File: src/rtl/mux_select_sequencer.sv
// Drives a word onto a downstream 8:1 mux, walks its select one bit at a time and
// reassembles the returned mux output. Optional self-check comparator via MUXSEQ_CHECK_EN.
module mux_select_sequencer #(
  parameter int LSB_FIRST = 1
) (
  input  logic       clk,
  input  logic       rst,
  input  logic       start,
  input  logic [7:0] din,
  output logic [7:0] mux_a,
  output logic [2:0] mux_s,
  input  logic       mux_c,
  output logic       busy,
  output logic       done,
  output logic [7:0] dout
`ifdef MUXSEQ_CHECK_EN
  ,
  output logic       err
`endif
);

  typedef enum logic [1:0] {IDLE, DRIVE, SAMPLE, DONE} state_t;

  localparam logic [2:0] FIRST_IDX = (LSB_FIRST != 0) ? 3'd0 : 3'd7;
  localparam logic [2:0] LAST_IDX  = (LSB_FIRST != 0) ? 3'd7 : 3'd0;

  state_t     state_reg;
  logic [2:0] idx_reg;
  logic [2:0] idx_next;
  logic [7:0] rx_reg;
  logic [7:0] rx_next;

  assign idx_next = (LSB_FIRST != 0) ? (idx_reg + 3'd1) : (idx_reg - 3'd1);

  // Receive word with the bit currently under the select replaced by the live mux output,
  // so the final bit is already included when the word is published on entry to DONE.
  genvar gi;
  generate
    for (gi = 0; gi < 8; gi++) begin : g_rx
      assign rx_next[gi] = (idx_reg == 3'(gi)) ? mux_c : rx_reg[gi];
    end
  endgenerate

  always_ff @(posedge clk or posedge rst) begin
    if (rst) begin
      state_reg <= IDLE;
      mux_a     <= 8'h00;
      mux_s     <= 3'b000;
      idx_reg   <= 3'd0;
      rx_reg    <= 8'h00;
      dout      <= 8'h00;
      busy      <= 1'b0;
      done      <= 1'b0;
`ifdef MUXSEQ_CHECK_EN
      err       <= 1'b0;
`endif
    end else begin
      done <= 1'b0;
      case (state_reg)
        IDLE: begin
          if (start) begin
            mux_a     <= din;
            rx_reg    <= 8'h00;
            idx_reg   <= FIRST_IDX;
            mux_s     <= FIRST_IDX;
            busy      <= 1'b1;
            state_reg <= DRIVE;
          end
        end
        DRIVE: begin
          state_reg <= SAMPLE;
        end
        SAMPLE: begin
          rx_reg <= rx_next;
          if (idx_reg == LAST_IDX) begin
            dout      <= rx_next;
            done      <= 1'b1;
`ifdef MUXSEQ_CHECK_EN
            err       <= (rx_next != mux_a);
`endif
            state_reg <= DONE;
          end else begin
            idx_reg   <= idx_next;
            mux_s     <= idx_next;
            state_reg <= DRIVE;
          end
        end
        DONE: begin
          busy      <= 1'b0;
          state_reg <= IDLE;
        end
        default: begin
          state_reg <= IDLE;
        end
      endcase
    end
  end

endmodule
File: config.mk
export PLATFORM = sky130hd
export DESIGN_NAME = mux_select_sequencer
export DESIGN_NICKNAME = d
export VERILOG_FILES = /design/src/rtl/mux_select_sequencer.sv
export SDC_FILE = /design/constraint.sdc
export NUM_CORES = 1
export LEC_CHECK = 0
export ABC_AREA = 1
export CAP_MARGIN = 40
export CORE_AREA = 2 2 70 59
export CTS_CLUSTER_DIAMETER = 40
export DETAILED_ROUTE_END_ITERATION = 10
export DIE_AREA = 0 0 72 61
export PLACE_DENSITY = 0.7
export SYNTH_ARGS = -nofsm -noshare
export SYNTH_HDL_FRONTEND = slang
export SYNTH_SLANG_ARGS = --single-unit
export TNS_END_PERCENT = 50
File: constraint.sdc
create_clock -name clk -period 1.6 [get_ports clk]
set_clock_uncertainty 0.05 [all_clocks]
set_input_delay 0.32 -clock clk [delete_from_list [all_inputs] [get_ports clk]]
set_output_delay 0.32 -clock clk [all_outputs]
set_load 0.1 [all_outputs]
# == Word-level counts from Yosys, hierarchy flattened ==
# Index checks and enable logic that the tools add are counted.
# word_totals
regBits,31
wordCells,49
input_bits,12
# classes
muxes,20
n_reduce_logical,9
eq_ne,12
add_sub_neg,1
# ops
operator,count
8-bit one-hot mux with 2 select lines,1
"3-bit == test, second input constant",4
1-bit 2-to-1 mux,11
8-bit 2-to-1 mux,1
2-bit one-hot mux with 4 select lines,1
2-bit AND reduction,4
"3-bit by 2-bit == test with 1-bit output, second input constant",2
3-bit 2-to-1 mux,2
3-bit one-hot mux with 2 select lines,1
"2-bit == test, second input constant",2
2-bit 2-to-1 mux,2
"2-bit inequality test, second input constant",2
2-bit nonzero test,2
"3-bit by 1-bit adder with 3-bit output, second input constant",1
"3-bit by 1-bit == test with 1-bit output, second input constant",1
3-bit logical NOT,1
3-bit AND reduction,1
"2-bit by 1-bit == test with 1-bit output, second input constant",1
2-bit logical NOT,1
1-bit one-hot mux with 2 select lines,1

# == Longest topological paths before layout ==
# Gate-level depths: netlist of run 1.
# logic_depth
ltp_word,3
ltp_mapped,7
depth_no_buf,7

# == Worst setup path after synthesis of run 1 ==
# Ideal clock, no wire load.
# synth_path
path_type,reg-to-reg
start,register idx_reg[1]
end,register dout[7]
stages_incl_launch_ff,7
arrival_ns,1.896
path_buffers,0
setup_slack_ns,-0.414
required_time_ns,1.482
synth_period_minus_slack_ns,2.014
path_cell_list,dfrtp_1 ha_1 ha_1 inv_1 o21ai_0 nand2_1 nand2_1
# synth_between
elab_chain_cells,2
word_cells_on_any_way,3
# synth_rtl
item,line_no,rtl
"start, declared",28,logic [2:0] idx_reg;
"start signal, assigned",83,idx_reg <= idx_next;
3-bit == test *,"40, 75",
1-bit 2-to-1 mux / 2-bit AND reduction (equally long branches),n/a,
"end signal, assigned",76,dout <= rx_next;
"end, declared",15,output logic [7:0] dout
# Mark *: on every way between the ends. The rest lies on a longest branch, timed or not.
# A chain may end at the register's enable or synchronous reset.

# == Worst setup path in the final report of run 1 ==
# layout_path
start,register idx_reg[0]
end,register rx_reg[7]
# layout_between
elab_chain_cells,3
# layout_rtl
item,line_no,rtl
3-bit == test,40,assign rx_next[gi] = (idx_reg == 3'(gi)) ? mux_c : rx_reg[gi];
1-bit 2-to-1 mux,40,
8-bit one-hot mux with 2 select lines,59,case (state_reg)
"end signal, assigned",74,rx_reg <= rx_next;
"end, declared",30,logic [7:0] rx_reg;
# No other way between the ends.

==> results of run 1 <==
## metrics by stage
| stage | worst slack, ns | std cells | total power, W | util (%) |
|---|---|---|---|---|
| floorplan | 0.004279 | 170 | 0.002647 | - |
| global placement | 0.1302 | 249 | 0.003508 | 55.75 |
| detailed placement | 0.09072 | 249 | 0.003536 | 55.75 |
| CTS | 0.07602 | 257 | 0.004218 | 58.47 |
| global route | 0.01013 | 257 | 0.004407 | 58.54 |
| finish | 0.1199 | 257 | 0.004181 | 58.54 |
## layout make-up
class | count | area share (%)
tap | 44 | 2.557
inverter | 15 | 2.615
clock buffer | 8 | 4.648
multi-input combinational | 122 | 26.79
timing repair buffer | 37 | 26.96
sequential | 31 | 36.43
## metal layers
layer,wire length (um),vias to the layer above,share of wire [%]
met4,17,0,0.54
met5,0,-,0
met2,1412,44,45
met3,272,3,8.7
met1,1439,534,46
li1,-,611,-
## power breakdown
group	switching, W	internal [W]	total [W]
clock network	0.000277	0.000392	0.000669
registers	0.000229	0.000992	0.00122
logic	0.00151	0.000779	0.00229
total	0.00202	0.00216	0.00418
## cell families (layout without fill, tap and decap cells)
| kind of cell | Yosys count | after routing | share of synthesized area (%) |
|---|---|---|---|
| buffers and inverters | 17 | 60 | 5.017 |
| AOI/OAI and AO/OA | 8 | 8 | 2.816 |
| DFF | 31 | 31 | 54.58 |
| adders and majority gates | 6 | 6 | 5.282 |
| and+or+nand+nor | 108 | 108 | 32.31 |
## cells in the final DEF, fill, tap and decap left out, types with 2 or more instances in the layout
cell / instances
dfrtp_1: 28
buf_12: 22
buf_4: 4
o21ai_0: 6
nand3_1: 20
clkdlybuf4s50_1: 11
nand2_2: 3
clkbuf_8: 7
ha_1: 5
dfrtp_4: 2
inv_1: 14
nor2_4: 2
nand2_1: 81
## tightest hold or removal path: stages
cell	delay (ns)
clkdlybuf4s50_1	0.40
inv_1	0.09
buf_12	0.21
## how the worst min path moves through the flow
stage | startpoint | to | slack (ns)
2_1_floorplan | rst | busy$_DFFE_PP0P_ | 0.37
3_3_place_gp | rx_reg[3]$_DFFE_PP0P_ | rx_reg[3]$_DFFE_PP0P_ | 0.43
3_5_place_dp | rx_reg[3]$_DFFE_PP0P_ | rx_reg[3]$_DFFE_PP0P_ | 0.44
4_1_cts | rst | mux_a[2]$_DFFE_PP0P_ | 0.34
5_1_grt | rst | rx_reg[2]$_DFFE_PP0P_ | 0.39
6_report | rst | dout[5]$_DFFE_PP0P_ | 0.33
==> impl_metrics.json, run 1 <==
{
  "setup_viol": 0,
  "peakVddDrop_mv": 1.466,
  "initial_utilization_pct": 38.64,
  "ctsHoldBuffers": 0,
  "fin_area_sq_mm": 0.002153,
  "ys_types": 13,
  "fmax_mhz": 675.6,
  "cp_num_buf_inv": 1,
  "fin_setup_tns_ns": 0,
  "crit_path_max_incr_delay_ns": 0.51,
  "grt_remaining_overflow": 0,
  "endpoint": "rx_reg[7]$_DFFE_PP0P_",
  "yosys_warnings": 0,
  "reg2reg_depth": 6,
  "syn_area_per_cell_sq_um": 8.361,
  "antenna_found_initial": 0,
  "rsz0062_at_grt": "false",
  "clkTransAtPathRegs_ns": 0.06,
  "drive_gt1_share_pct": 20.66,
  "nets": 230,
  "netlist_top_cells_area": "dfrtp_1 55%, nand2_1 21%, nand3_1 7.0%, ha_1 5.3%, inv_1 4.0%",
  "synth.most_common_cell": "nand2_1",
  "path_cells": "ha_1, ha_2, inv_2, o21ai_0, nand2_1, nand2_1",
  "synth_top_area_share_pct": 54.58,
  "min_period_ns": 1.480,
  "met1_usage_pct": 21.41,
  "outcome": "finished clean",
  "gp_congestion": 0.9101,
  "regToRegSetupSlack_ns": 0.12,
  "synthArstFlopShare_pct": 100.0,
  "grt_max_degree": 32,
  "die_x_um": 72,
  "cts.sinks": 31,
  "syn_inst": 170,
  "max-clock-path-buffers": 2,
  "r2r-start": "idx_reg[0]$_DFFE_PP0P_",
  "rows": 20,
  "io_buffers": 32,
  "cp_data_required_time_ns": 1.71,
  "path_depth": 6,
  "seqCellArea_sq_um": 784.5,
  "hold_slack_ns": 0.3348,
  "relSlewSlack_pct": 82.27,
  "num_io_pins": 33,
  "tightest_slew_ns": 0.2657,
  "grtUsageMet3_pct": 7.309,
  "grt_pass1_vias": 1199,
  "cts_tree": "done",
  "die-height_um": 61,
  "area_growth_pct": 51.50,
  "diodes": 0,
  "cpLargestDelayFamily": "flip-flops",
  "drc": 0,
  "leakage_nw": 1.087,
  "drtIter0Drc": 50,
  "cp_data_arrival_time_ns": 1.59,
  "wl_um": 3141,
  "worstSetupStartpointType": "flop",
  "ys_seq_area_share_pct": 54.58,
  "synthFlopType": "dfrtp_1",
  "slowest_stage": "dfrtp_4",
  "drv_cap": 0,
  "end_kind": "flop",
  "r2r-end": "rx_reg[7]$_DFFE_PP0P_",
  "hold_path.class": "input pin to async pin",
  "p_per_area_mw_per_mm2": 1942,
  "maxSlewViolCount": 0,
  "cts_made_buffers": 5,
  "multiInputGateArea_sq_um": 576.8,
  "ys_top_cells_by_count": "81 x nand2_1, 31 x dfrtp_1, 20 x nand3_1, 15 x inv_1",
  "gr-max-usage-layer": "met2",
  "cts-root-buf": "clkbuf_8",
  "core_sq_mm": 0.003679,
  "post-route-period-util_pct": 92.51,
  "htreeDepth": 2,
  "cts_resized": 0,
  "wl_per_cell_um": 12.22,
  "ant_nets": 0,
  "grt_use_total_pct": 16.81,
  "path_common_cell": "nand2_1",
  "cp_max_fo": 6,
  "synth-seq-cells": 31,
  "clk_latency_ns": 0.28,
  "grtUsageMet2_pct": 26.85,
  "syn_area_sq_mm": 0.001421,
  "crit_type": "flop to flop",
  "post_dp_cell_area_sq_mm": 0.002051,
  "startpoint": "idx_reg[0]$_DFFE_PP0P_",
  "hpwl_um": 2287,
  "num_vias": 1192,
  "finalHoldViolCount": 0,
  "dieArea_sq_mm": 0.004392,
  "grt_pass1_wl_um": 5533,
  "viasPerCell": 4.638,
  "firstDrtPassIters": 4,
  "nFillCells": 326,
  "cts_setup_buffers": 0,
  "synthesis.nets": 188,
  "synth-edff-count": 0,
  "yosysTopAreaCell": "dfrtp_1"
}
No activity file was read; power rests on OpenSTA's default activity.
==> inputs of run 2 (changes only) <==
--- a/config.mk
+++ b/config.mk
@@ -12,6 +12,7 @@
 export DETAILED_ROUTE_END_ITERATION = 10
 export DIE_AREA = 0 0 72 61
 export PLACE_DENSITY = 0.7
+export RECOVER_POWER = 100
 export SYNTH_ARGS = -nofsm -noshare
 export SYNTH_HDL_FRONTEND = slang
 export SYNTH_SLANG_ARGS = --single-unit
==> constraint.sdc (replaced) <==
create_clock -name clk -period 1.9 [get_ports clk]
set_clock_uncertainty 0.05 [all_clocks]
set_input_delay 0.38 -clock clk [delete_from_list [all_inputs] [get_ports clk]]
set_output_delay 0.38 -clock clk [all_outputs]
set_load 0.1 [all_outputs]
==> run 2 against run 1 <==
  * Register-to-register slack improved by 0.22 ns
  * Global-route usage fell by 0.47 points
  * Worst setup slack improved by 0.096 ns
  * Non-clock buffer count is 3 lower
  * Flip-flop and latch count unchanged
  * Combinational power shrank 31%
  * Sequential share of layout area grew 7.1 points
  * Die area is the same
  * Final area shrank 17%
  * Critical endpoint is now mux_s[2]
==> impl_metrics.json, run 2 (same netlist as run 1, synthesis figures left out) <==
{
  "startpoint": "idx_reg[2]$_DFFE_PP0P_",
  "wl_um": 3131,
  "antenna_found_initial": 0,
  "io_buffers": 32,
  "gp_congestion": 0.8222,
  "rows": 20,
  "max-clock-path-buffers": 2,
  "wl_met2_um": 1383,
  "leakage_nw": 0.9759,
  "top_layer": "met4",
  "drc": 0,
  "rsz0062_at_grt": "false",
  "fin_util_pct": 48.40,
  "end_kind": "output pin",
  "cp_max_fo": 7,
  "grt_pass1_vias": 1151,
  "cts-root-buf": "clkbuf_8",
  "clk_latency_ns": 0.28,
  "min_period_ns": 1.684,
  "r2r-end": "state_reg[1]$_DFFE_PP0P_",
  "fmax_mhz": 593.7,
  "drive_gt1_share_pct": 14.42,
  "cp_num_buf_inv": 1,
  "seqCellArea_sq_um": 775.7,
  "worstSetupStartpointType": "flop",
  "die-height_um": 61,
  "grt_use_total_pct": 16.34,
  "nFillCells": 343,
  "hold_depth": 2,
  "die_x_um": 72,
  "post_dp_cell_area_sq_mm": 0.002009,
  "switching_share_pct": 53.75,
  "wl_per_cell_um": 12.42,
  "maxSlewViolCount": 0,
  "post-route-period-util_pct": 88.65,
  "peakVddDrop_mv": 1.149,
  "viasPerCell": 4.651,
  "fin_cells": 252,
  "htreeDepth": 2,
  "most-common-layout-cells": "83 x nand2_1, 31 x dfrtp_1, 20 x nand3_1, 20 x clkbuf_2, 15 x inv_1",
  "finalHoldViolCount": 0,
  "nets": 227,
  "num_io_pins": 33,
  "initial_utilization_pct": 38.64,
  "min_to": "mux_a[6]$_DFFE_PP0P_",
  "firstDrtPassIters": 4,
  "diodes": 0,
  "r2r-start": "idx_reg[0]$_DFFE_PP0P_",
  "grt_pass1_wl_um": 5257,
  "clkTransAtPathRegs_ns": 0.06,
  "core_sq_mm": 0.003679,
  "min-delay-start": "mux_a[6]$_DFFE_PP0P_",
  "ant_nets": 0,
  "grt_remaining_overflow": 0,
  "hold_path.class": "flop to flop",
  "dp.cells": 246,
  "tightest_slew_ns": 0.7562,
  "cp_data_required_time_ns": 1.47,
  "p_clk_share_pct": 15.3,
  "hold_slack_ns": 0.4349,
  "regToRegSetupSlack_ns": 0.34,
  "p_per_area_mw_per_mm2": 1679,
  "cpLargestDelayFamily": "buffers and inverters",
  "cts.sinks": 31,
  "cp_data_arrival_time_ns": 1.25,
  "power.switching_w": 0.001607,
  "num_vias": 1172,
  "setup_viol": 0,
  "cts_made_buffers": 5,
  "relSlewSlack_pct": 49.59,
  "dieArea_sq_mm": 0.004392,
  "slowest_stage": "clkbuf_2",
  "multiInputGateArea_sq_um": 566.8,
  "seq_power_share_pct": 31.9,
  "reg2reg_depth": 4,
  "fin_setup_tns_ns": 0,
  "crit_path_max_incr_delay_ns": 0.50,
  "crit_type": "flop to output pin",
  "path_cells": "clkbuf_2",
  "p_comb_share_pct": 52.8,
  "p_int_w": 0.001383,
  "ctsHoldBuffers": 0,
  "hpwl_um": 2269,
  "drtIter0Drc": 88,
  "drv_cap": 0,
  "fin_area_sq_mm": 0.001780,
  "m1WireLength_um": 1449,
  "layout_commonest_cell": "nand2_1",
  "grt_max_degree": 32,
  "outcome": "finished clean",
  "route.met3.wl_um": 275,
  "area_growth_pct": 25.26,
  "cts_setup_buffers": 0,
  "cts_tree": "done",
  "cts_resized": 0
}
-- run 2: cell types whose count changed in the layout (fill, tap and decap cells not counted), moves of 2 or more --
cell,delta
clkbuf_8,-2
nand2_1,+2
clkbuf_2,+20
buf_4,-4
dfrtp_4,-2
nand2_2,-2
buf_12,-20
dfrtp_1,+3
-- run 2: power by group through the flow --
stage / logic (W) / clock network [W] / registers [W]
2_1_floorplan: 0.000455 / 0 / 0.00176
3_3_place_gp: 0.00188 / 0 / 0.00102
3_5_place_dp: 0.00191 / 0 / 0.00102
4_1_cts: 0.00191 / 0.000473 / 0.00102
5_1_grt: 0.00169 / 0.000502 / 0.000976
6_report: 0.00158 / 0.000456 / 0.000955
-- run 2: worst max path at each step --
stage,to,slack (ns),cells after the start
3_3_place_gp,rx_reg[7]$_DFFE_PP0P_,0.37,5
4_1_cts,rx_reg[7]$_DFFE_PP0P_,0.40,6
3_5_place_dp,rx_reg[1]$_DFFE_PP0P_,0.34,5
2_1_floorplan,rx_reg[3]$_DFFE_PP0P_,-0.007,6
6_report,mux_s[2],0.22,1
5_1_grt,mux_s[2],0.16,1
-- run 2: layout make-up --
cell class                      count  share of cell area [%]
Inverter                           15                   3.162
Timing Repair Buffer               34                   14.27
Tap cell                           44                   3.092
Multi-Input combinational cell    122                   31.83
Clock buffer                        6                   4.076
Sequential cell                    31                   43.57
-- run 2: metal layers --
layer | up-vias | track usage [%]
li1 | 604 | -
met1 | 524 | 20.88
met2 | 39 | 25.00
met3 | 5 | 7.807
met4 | 0 | 4.852
met5 | - | 0
-- run 2: through the flow --
stage / worst slack [ns] / power, W
2_1_floorplan: -0.006765 / 0.002218
3_3_place_gp: 0.3650 / 0.002903
3_5_place_dp: 0.3445 / 0.002930
4_1_cts: 0.3982 / 0.003398
5_1_grt: 0.1645 / 0.003164
6_report: 0.2157 / 0.002990
